--- config.mk ---
export PLATFORM = sky130hd
export DESIGN_NAME = cv32e40x_log_arbiter
export DESIGN_NICKNAME = d
export VERILOG_FILES = /design/src/rtl/cv32e40x_log_arbiter_pkg.sv /design/src/rtl/cv32e40x_log_fifo.sv /design/src/rtl/cv32e40x_log_arbiter.sv
export SDC_FILE = /design/constraint.sdc
export NUM_CORES = 1
export LEC_CHECK = 0
export CORE_ASPECT_RATIO = 0.7
export CORE_MARGIN = 3
export CORE_UTILIZATION = 37
export DETAILED_ROUTE_END_ITERATION = 7
export PLACE_DENSITY = 0.6
export SKIP_LAST_GASP = 1
export SYNTH_ARGS = -nofsm -noshare
export SYNTH_HDL_FRONTEND = slang
export SYNTH_HIERARCHICAL = 1
export SYNTH_SLANG_ARGS = --single-unit
--- constraint.sdc ---
create_clock -name clk_i -period 3.6 [get_ports clk_i]
set_input_delay 0.72 -clock clk_i [delete_from_list [all_inputs] [get_ports clk_i]]
set_output_delay 0.72 -clock clk_i [all_outputs]
set_load 0.05 [all_outputs]
--- src/rtl/cv32e40x_log_arbiter_pkg.sv ---
// Shared types for the trace-log arbiter: the queued log record and the event codes it carries.
// The record gains a timestamp field when CV32E40X_LOG_TIMESTAMP_EN is defined.
package cv32e40x_log_arbiter_pkg;

    // Record source field is sized for the largest supported requester count (8).
    localparam int LOG_SRC_W_MAX = 3;

    localparam logic [7:0] LOG_CODE_ILLEGAL_INSN = 8'h01;
    localparam logic [7:0] LOG_CODE_EXCEPTION    = 8'h02;
    localparam logic [7:0] LOG_CODE_DEBUG_ENTRY  = 8'h03;
    localparam logic [7:0] LOG_CODE_INTERRUPT    = 8'h04;
    localparam logic [7:0] LOG_CODE_EBREAK       = 8'h05;

    typedef struct packed {
        logic [LOG_SRC_W_MAX-1:0] src;
        logic [31:0]              pc;
        logic [7:0]               code;
`ifdef CV32E40X_LOG_TIMESTAMP_EN
        logic [31:0]              ts;
`endif
    } log_rec_t;

    function automatic logic [3:0] popcount8(input logic [7:0] v);
        logic [3:0] n;
        n = '0;
        for (int i = 0; i < 8; i++) begin
            n = n + {3'b000, v[i]};
        end
        return n;
    endfunction

endpackage

--- src/rtl/cv32e40x_log_fifo.sv ---
// Synchronous FIFO of log records with registered storage and no write-to-read bypass.
// Occupancy is tracked as EMPTY / PARTIAL / FULL; the head output holds its last value while empty.
module cv32e40x_log_fifo
    import cv32e40x_log_arbiter_pkg::*;
#(
    parameter int DEPTH = 4
) (
    input  logic     clk_i,
    input  logic     rst_i,
    input  logic     push_i,
    input  log_rec_t data_i,
    input  logic     pop_i,
    output log_rec_t data_o,
    output logic     full_o,
    output logic     empty_o
);

    localparam int PTR_W = $clog2(DEPTH);
    localparam int CNT_W = PTR_W + 1;

    localparam logic [1:0] ST_EMPTY   = 2'd0;
    localparam logic [1:0] ST_PARTIAL = 2'd1;
    localparam logic [1:0] ST_FULL    = 2'd2;

    log_rec_t         mem_q [DEPTH];
    log_rec_t         hold_q;
    logic [PTR_W-1:0] wr_ptr_q, rd_ptr_q;
    logic [CNT_W-1:0] cnt_q, cnt_d;
    logic [1:0]       state_q, state_d;
    logic             do_push, do_pop;

    assign do_pop  = pop_i & (state_q != ST_EMPTY);
    assign do_push = push_i & ((state_q != ST_FULL) | do_pop);

    // NOTE: every combinational output gets a default first, so no path can infer a latch.
    always_comb begin
        cnt_d = cnt_q;
        case ({do_push, do_pop})
            2'b10:   cnt_d = cnt_q + CNT_W'(1);
            2'b01:   cnt_d = cnt_q - CNT_W'(1);
            default: cnt_d = cnt_q;
        endcase

        if (cnt_d == '0) begin
            state_d = ST_EMPTY;
        end else if (cnt_d == CNT_W'(DEPTH)) begin
            state_d = ST_FULL;
        end else begin
            state_d = ST_PARTIAL;
        end
    end

    always_ff @(posedge clk_i) begin
        if (rst_i) begin
            wr_ptr_q <= '0;
            rd_ptr_q <= '0;
            cnt_q    <= '0;
            state_q  <= ST_EMPTY;
            hold_q   <= '0;
        end else begin
            if (do_push) wr_ptr_q <= wr_ptr_q + PTR_W'(1);
            if (do_pop)  rd_ptr_q <= rd_ptr_q + PTR_W'(1);
            cnt_q   <= cnt_d;
            state_q <= state_d;
            hold_q  <= data_o;
        end
    end

    // NOTE: the storage array is deliberately not reset; a slot is only visible after it is written.
    always_ff @(posedge clk_i) begin
        if (do_push) begin
            mem_q[wr_ptr_q] <= data_i;
        end
    end

    assign data_o  = (state_q == ST_EMPTY) ? hold_q : mem_q[rd_ptr_q];
    assign full_o  = (state_q == ST_FULL);
    assign empty_o = (state_q == ST_EMPTY);

endmodule

--- src/rtl/cv32e40x_log_arbiter.sv ---
// Round-robin arbiter sharing one trace-log sink between NUM_SRC event requesters via a record FIFO.
// Define CV32E40X_LOG_TIMESTAMP_EN to timestamp each record and expose log_ts_o.
module cv32e40x_log_arbiter
    import cv32e40x_log_arbiter_pkg::*;
#(
    parameter int NUM_SRC      = 4,
    parameter int FIFO_DEPTH   = 4,
    parameter int DROP_ON_FULL = 0,
    localparam int SRC_W       = $clog2(NUM_SRC)
) (
    input  logic                 clk_i,
    input  logic                 rst_i,
    input  logic [NUM_SRC-1:0]   src_valid_i,
    input  logic [NUM_SRC*32-1:0] src_pc_i,
    input  logic [NUM_SRC*8-1:0] src_code_i,
    output logic [NUM_SRC-1:0]   src_ready_o,
    output logic                 log_valid_o,
    input  logic                 log_ready_i,
    output logic [SRC_W-1:0]     log_src_o,
    output logic [31:0]          log_pc_o,
    output logic [7:0]           log_code_o,
`ifdef CV32E40X_LOG_TIMESTAMP_EN
    output logic [31:0]          log_ts_o,
`endif
    output logic [15:0]          drop_cnt_o
);

    logic [SRC_W-1:0]   rr_ptr_q, rr_next;
    logic [SRC_W-1:0]   grant_idx;
    logic               grant_valid;
    logic [NUM_SRC-1:0] grant_oh;
    logic               fifo_full, fifo_empty;
    logic               pop, can_push, push, rr_adv;
    log_rec_t           push_rec, head_rec;

    // NOTE: combinational scans use blocking '='; every clocked register uses '<='.
    always_comb begin
        grant_valid = 1'b0;
        grant_idx   = '0;
        for (int k = 0; k < NUM_SRC; k++) begin
            if (!grant_valid && src_valid_i[(int'(rr_ptr_q) + k) % NUM_SRC]) begin
                grant_valid = 1'b1;
                grant_idx   = SRC_W'((int'(rr_ptr_q) + k) % NUM_SRC);
            end
        end
    end

    assign grant_oh = grant_valid ? (NUM_SRC'(1) << grant_idx) : '0;
    assign rr_next  = (grant_idx == SRC_W'(NUM_SRC - 1)) ? '0 : grant_idx + SRC_W'(1);

    assign log_valid_o = !fifo_empty;
    assign pop         = log_valid_o & log_ready_i;
    // A full FIFO still accepts when the head leaves in the same cycle.
    assign can_push    = !fifo_full | pop;
    assign push        = grant_valid & can_push;

`ifdef CV32E40X_LOG_TIMESTAMP_EN
    logic [31:0] ts_q;

    always_ff @(posedge clk_i) begin
        if (rst_i) ts_q <= '0;
        else       ts_q <= ts_q + 32'd1;
    end

    assign log_ts_o = head_rec.ts;
`endif

    always_comb begin
        push_rec      = '0;
        push_rec.src  = LOG_SRC_W_MAX'(grant_idx);
        push_rec.pc   = src_pc_i[int'(grant_idx)*32 +: 32];
        push_rec.code = src_code_i[int'(grant_idx)*8 +: 8];
`ifdef CV32E40X_LOG_TIMESTAMP_EN
        push_rec.ts   = ts_q;
`endif
    end

    generate
        if (DROP_ON_FULL != 0) begin : g_drop
            logic [7:0]  valid_ext;
            logic [3:0]  n_drop;
            logic [16:0] drop_sum;
            logic [15:0] drop_cnt_q;

            // Every valid is consumed; whatever did not make it into the FIFO is counted as dropped.
            always_comb begin
                valid_ext              = '0;
                valid_ext[NUM_SRC-1:0] = src_valid_i;
                n_drop                 = popcount8(valid_ext) - {3'b000, push};
                drop_sum               = {1'b0, drop_cnt_q} + {13'd0, n_drop};
            end

            always_ff @(posedge clk_i) begin
                if (rst_i)             drop_cnt_q <= '0;
                else if (drop_sum[16]) drop_cnt_q <= 16'hFFFF;
                else                   drop_cnt_q <= drop_sum[15:0];
            end

            assign src_ready_o = '1;
            assign rr_adv      = grant_valid;
            assign drop_cnt_o  = drop_cnt_q;
        end else begin : g_backpressure
            assign src_ready_o = (rst_i || !can_push) ? '0 : grant_oh;
            assign rr_adv      = push;
            assign drop_cnt_o  = '0;
        end
    endgenerate

    always_ff @(posedge clk_i) begin
        if (rst_i)       rr_ptr_q <= '0;
        else if (rr_adv) rr_ptr_q <= rr_next;
    end

    cv32e40x_log_fifo #(
        .DEPTH (FIFO_DEPTH)
    ) u_fifo (
        .clk_i   (clk_i),
        .rst_i   (rst_i),
        .push_i  (push),
        .data_i  (push_rec),
        .pop_i   (pop),
        .data_o  (head_rec),
        .full_o  (fifo_full),
        .empty_o (fifo_empty)
    );

    assign log_src_o  = SRC_W'(head_rec.src);
    assign log_pc_o   = head_rec.pc;
    assign log_code_o = head_rec.code;

endmodule

Yosys cells after proc, flatten, opt, wreduce, memory -nomap -nowiden

Memories as Yosys holds them, arrays and structs flattened. A register that Yosys moved wholly into a read port is not among the register bits.
Index checks and enable logic that the tools add are counted.

Input bits: 167
Output and inout port bits: 63
Word-level logic and storage cells: 85
Latch bits: 0
Memory bits (read-only): 0
Memories kept: 1
Bits in registers: 53
Memory bits (writable): 168

Memory list:

| name         | depth | width | rd ports | clocked after memory_dff | write ports | RTL line                | text |
|---|---|---|---|---|---|---|---|
| u_fifo.mem_q | 4     | 42    | 1        | 1                        | 1           | cv32e40x_log_fifo.sv:25 | `log_rec_t mem_q [DEPTH];` |

Div/mod/pow operators: 0
Add/subtract/negate cells: 8
Shift operators: 3
Equal/unequal tests: 6
Bitwise logic cells: 9
$lt $le $gt $ge: 4
Multiply operators: 0
Mux-type cells: 29
Reduce and logical (&&, ||, !) cells: 17

Operator list:

| cell                | count |
|---|---|
| $shiftx 128x8->32   | 1 |
| $mux 42             | 1 |
| $shiftx 32x6->8     | 1 |
| $mux 2              | 8 |
| $mux 1              | 13 |
| $lt 3x4->1 const B  | 3 |
| $add 2x1->2 const B | 4 |
| $bmux 1 s2          | 4 |
| $mux 4              | 2 |
| $reduce_or 2->1     | 4 |
| $eq 2x2->1 const B  | 3 |
| $logic_not 1->1     | 6 |
| $pmux 3 s2          | 1 |
| $add 2x2->2 const B | 2 |
| $and 1x1->1         | 4 |
| $shl 1x2->4 const A | 1 |
| $add 3x1->3 const B | 1 |
| $and 1x1->1 const A | 3 |
| $eq 3x3->1 const B  | 1 |
| $logic_and 1x1->1   | 3 |
| $logic_not 3->1     | 1 |
| $lt 2x3->1 const B  | 1 |
| $sub 3x1->3 const B | 1 |
| $eq 2x1->1 const B  | 1 |
| 5 further kinds     | 6 |

Longest topological paths before layout

Word-level depth: 20
Depth in mapped cells: 13
Gate-level depth less buffers: 11

By module

The synthesis kept the hierarchy.

Modules (own cells, without submodules):

| module               | area an instance (um2) | seq. area each (um2) | cells each | instances |
|---|---|---|---|---|
| cv32e40x_log_fifo    | 8460.6                 | 6246.0               | 428        | 1 |
| cv32e40x_log_arbiter | 1783.0                 | 40.0                 | 186        | 1 |

Worst setup path after synthesis

OpenSTA, ideal clock, no wires.

Path type: register to output
Start: register u_fifo.state_q[0]
End: output src_ready_o[0]
Buffers on the path: 2
Data required time: 2.880 ns
Arrival: 3.001 ns
Stages on the path, launching flop included: 7
Path slack: -0.121 ns
Cell sequence: dfxtp_1 -> clkbuf_1 -> nor2_2 -> buf_2 -> nor2b_1 -> o21ai_1 -> nor4_1

Cells in the longest elaborated chain, start to end: 7
Elaborated cells on any way between the ends: 9
Those cells by class: eq/ne: 1; mux: 1; bitwise: 2; reduce/logical: 5

Ends and longest elaborated chain:

| item                   | RTL line                    | text |
|---|---|---|
| start, declared        | cv32e40x_log_fifo.sv:29     | `logic [1:0] state_q, state_d;` |
| start signal, assigned | cv32e40x_log_fifo.sv:64     | `state_q <= state_d;` |
| $logic_not 2->1        | cv32e40x_log_fifo.sv:78     | `assign empty_o = (state_q == ST_EMPTY);` |
| net fifo_empty         | cv32e40x_log_arbiter.sv:32  | `logic fifo_full, fifo_empty;` |
| $logic_not 1->1        | cv32e40x_log_arbiter.sv:51  | `assign log_valid_o = !fifo_empty;` |
| $and 1x1->1            | cv32e40x_log_arbiter.sv:52  | `assign pop = log_valid_o & log_ready_i;` |
| net pop                | cv32e40x_log_arbiter.sv:33  | `logic pop, can_push, push, rr_adv;` |
| $or 1x1->1             | cv32e40x_log_arbiter.sv:54  | `assign can_push = !fifo_full \| pop;` |
| $logic_not 1->1        | cv32e40x_log_arbiter.sv:103 | `assign src_ready_o = (rst_i \|\| !can_push) ? '0 : grant_oh;` |
| $logic_or 1x1->1       | cv32e40x_log_arbiter.sv:103 |  |
| $mux 4                 | cv32e40x_log_arbiter.sv:103 |  |
| end, declared          | cv32e40x_log_arbiter.sv:16  | `output logic [NUM_SRC-1:0] src_ready_o,` |

The timed path passes the listed nets, and every way through them passes these cells.

==> metrics <==
Detailed Place HPWL=14,560 um; Sequential Power Share=~38%; clock slew seen by the registers of the worst setup and hold paths=0.06 ns; grt total ovfl=0; detailed-route via count=around 5.9k; DRT antenna net count=0; WL final=between 20,000 and 25,000 um; slew margin rel.=50.37%; Worst-Margin Slew=around 0.74 ns; average vias per placed instance=approximately 5; final hold violations=0; port bufs=~210; initial antenna violation count=0; largest net degree at the start of global routing=55; top sig layer=met4; Antenna Cells=0; CTS sink cnt=between 200 and 250; RSZ-0062 raised after global routing=no; Worst Skew=approximately 0.014 ns; Cell Chain, Critical Path=buf_12, mux4_2, mux2_2, clkdlybuf4s50_1; CTS tree=yes; root buffer cell=clkbuf_16; crit path launch type=flip-flop; Die X=roughly 200 um; combinational group share of total power=around two fifths; Starting Density=38.35%; Worst Setup End Kind=output port; total track usage=between 10 and 15%; clk buf depth=3; register area=6151 um2; CP Max Fanout=16; Hold Crit Class=reg2reg; Worst-Skew Late Latency=roughly 0.5 ns; Crit-path slowest cell=clkdlybuf4s50_1; Net Sw Frac=about 34%; CP arrival=~2.7 ns; yosys warns=6; fmax=roughly 0.3 GHz; Buffers & Inverters on Critical Path=2; met3 wire length=1072 um; critical path's top delay family=buffers and inverters; row cnt=49; worst setup margin=0.1847 ns; peak supply drop=about 0.33 mV; boundary pin count=230; Clk pwr share=between 20% and 30%; nets@finish=between 1k and 1.5k; CP Class=reg2out; Filler Cells Inserted=between 2k and 2.5k; 1st-pass router iterations=4; share of layout cells above drive strength 1=a little under a fifth; vias in the first global route=roughly 6.3k; status=finished clean; synthesized cell area=roughly 10,000 um2; first-pass GRT wire length=roughly 34,000 um; final slew viol count=0; DRT met1 WL=a little under 10,000 um; Internal=6407 uW; Gate Count Post-Synth=between 600 and 700; WL met2=about 11,000 um; RD Place Congestion=0.7166; worst path required time=2.88 ns; Final Util=between 50% and 60%; crit share post-route=94.87%; switching power=3349 uW; syn_area_per_cell=~17 um2; CTS H-tree depth=1; # DRC=0; MaxCap Viol Count=0; Die H=144.0 um; WL/cell=about 18 um; Lkg Pwr=between 0.004 and 0.005 uW; Max stage delay on crit path=about 0.72 ns; drt first-iter violations=around 200; CTS Buf Count=22; Place WS=approximately 0.047 ns; PD cells=734.6 nW/um2; Finish-stage setup viols=0; Multi-input gate area=~3500 um2; P&R area growth vs syn=31.97%; Die ar.=between 20,000 and 30,000 um2; Core ar.=26,240 um2; Final Critical Period=roughly 3.4 ns; post-CTS setup buffer count=0
placed cells by master, fill, tap and decap left out, types with 12 or more instances in the layout:
cell type and instances:
mux4_2 42, clkdlybuf4s50_1 177, mux2_2 43, dlymetal6s2s_1 17
nor2b_1 44, conb_1 16, inv_1 13, edfxtp_1 168
mux2i_1 124, buf_4 16, dfxtp_1 53, clkbuf_16 22
nor2_1 12
flip-flops by register name, summed over array words and instances, names as in the netlist, named ones only:
signal / count
u_fifo/state_q: 2
u_fifo/cnt_q: 3
u_fifo/hold_q: 42
u_fifo/wr_ptr_q: 2
rr_ptr_q: 2
u_fifo/mem_q: 168
u_fifo/rd_ptr_q: 2
metal layers:
layer | vias to the layer above | GRT usage (%)
met5 | - | 0
met4 | 0 | 2.642
met3 | 25 | 3.015
met2 | 158 | 26.56
met1 | 2986 | 18.89
li1 | 2723 | -
final timing paths:
path	endpoint	startpoint	cells after the start	slack, ns
hold / removal	u_fifo/rd_ptr_q[1]$_SDFFE_PP0N_	u_fifo/rd_ptr_q[1]$_SDFFE_PP0N_	2	0.54
setup / recovery	log_src_o[1]	flip-flop	4	0.18
hold reg to reg	u_fifo/rd_ptr_q[1]$_SDFFE_PP0N_	u_fifo/rd_ptr_q[1]$_SDFFE_PP0N_	2	0.54
setup reg to reg	u_fifo/state_q[1]$_SDFF_PP0_	u_fifo/state_q[1]$_SDFF_PP0_	10	0.85
worst reg2reg max path: cells and delay by family (launching register included):
kind / cells / cell delay (ns)
and+or+nand+nor: 3 / 0.63
AOI/OAI and AO/OA: 3 / 0.80
buffers and inverters: 3 / 0.26
adders and majority gates: 1 / 0.50
DFF: 1 / 0.47
power groups by stage:
stage | Sequential (uW) | Combinational [uW] | Clock, uW
floorplan | 3680 | 2770 | 0
global placement | 3720 | 3850 | 0
detailed placement | 3770 | 3920 | 0
CTS | 3720 | 3880 | 2310
global route | 3760 | 4050 | 2400
finish | 3710 | 3800 | 2250
stage by stage:
| stage | setup TNS (ns) | area (um2) | hold slack [ns] | instances | total power, uW |
|---|---|---|---|---|---|
| 4_1_cts | 0 | 13240 | 0.5490 | 1200 | 9910 |
| 6_report | 0 | 13280 | 0.5392 | 1200 | 9756 |
| 3_3_place_gp | 0 | 12540 | 0.5079 | 1160 | 7575 |
| 2_1_floorplan | -0.2200 | 10120 | 0.4785 | 621 | 6456 |
| 3_5_place_dp | 0 | 12540 | 0.5243 | 1160 | 7686 |
| 5_1_grt | 0 | 13280 | 0.5823 | 1200 | 10210 |
what timing repair did:
| item | in CTS | in global routing |
|---|---|---|
| endpoints found under the setup margin | 11 | 17 |
| hold buffers | 0 | 0 |
| resized for setup | 11 | 17 |
| pin swaps | 0 | 0 |
layout make-up:
class	instances	area share, %
clock buffer	28	4.466
timing repair buffer	233	18.27
sequential	223	46.32
clock inverter	12	0.9045
tap	357	3.363
inverter	14	0.3957
multi-input combinational	333	26.29
Note: power is estimated with default switching activity, not from simulation.
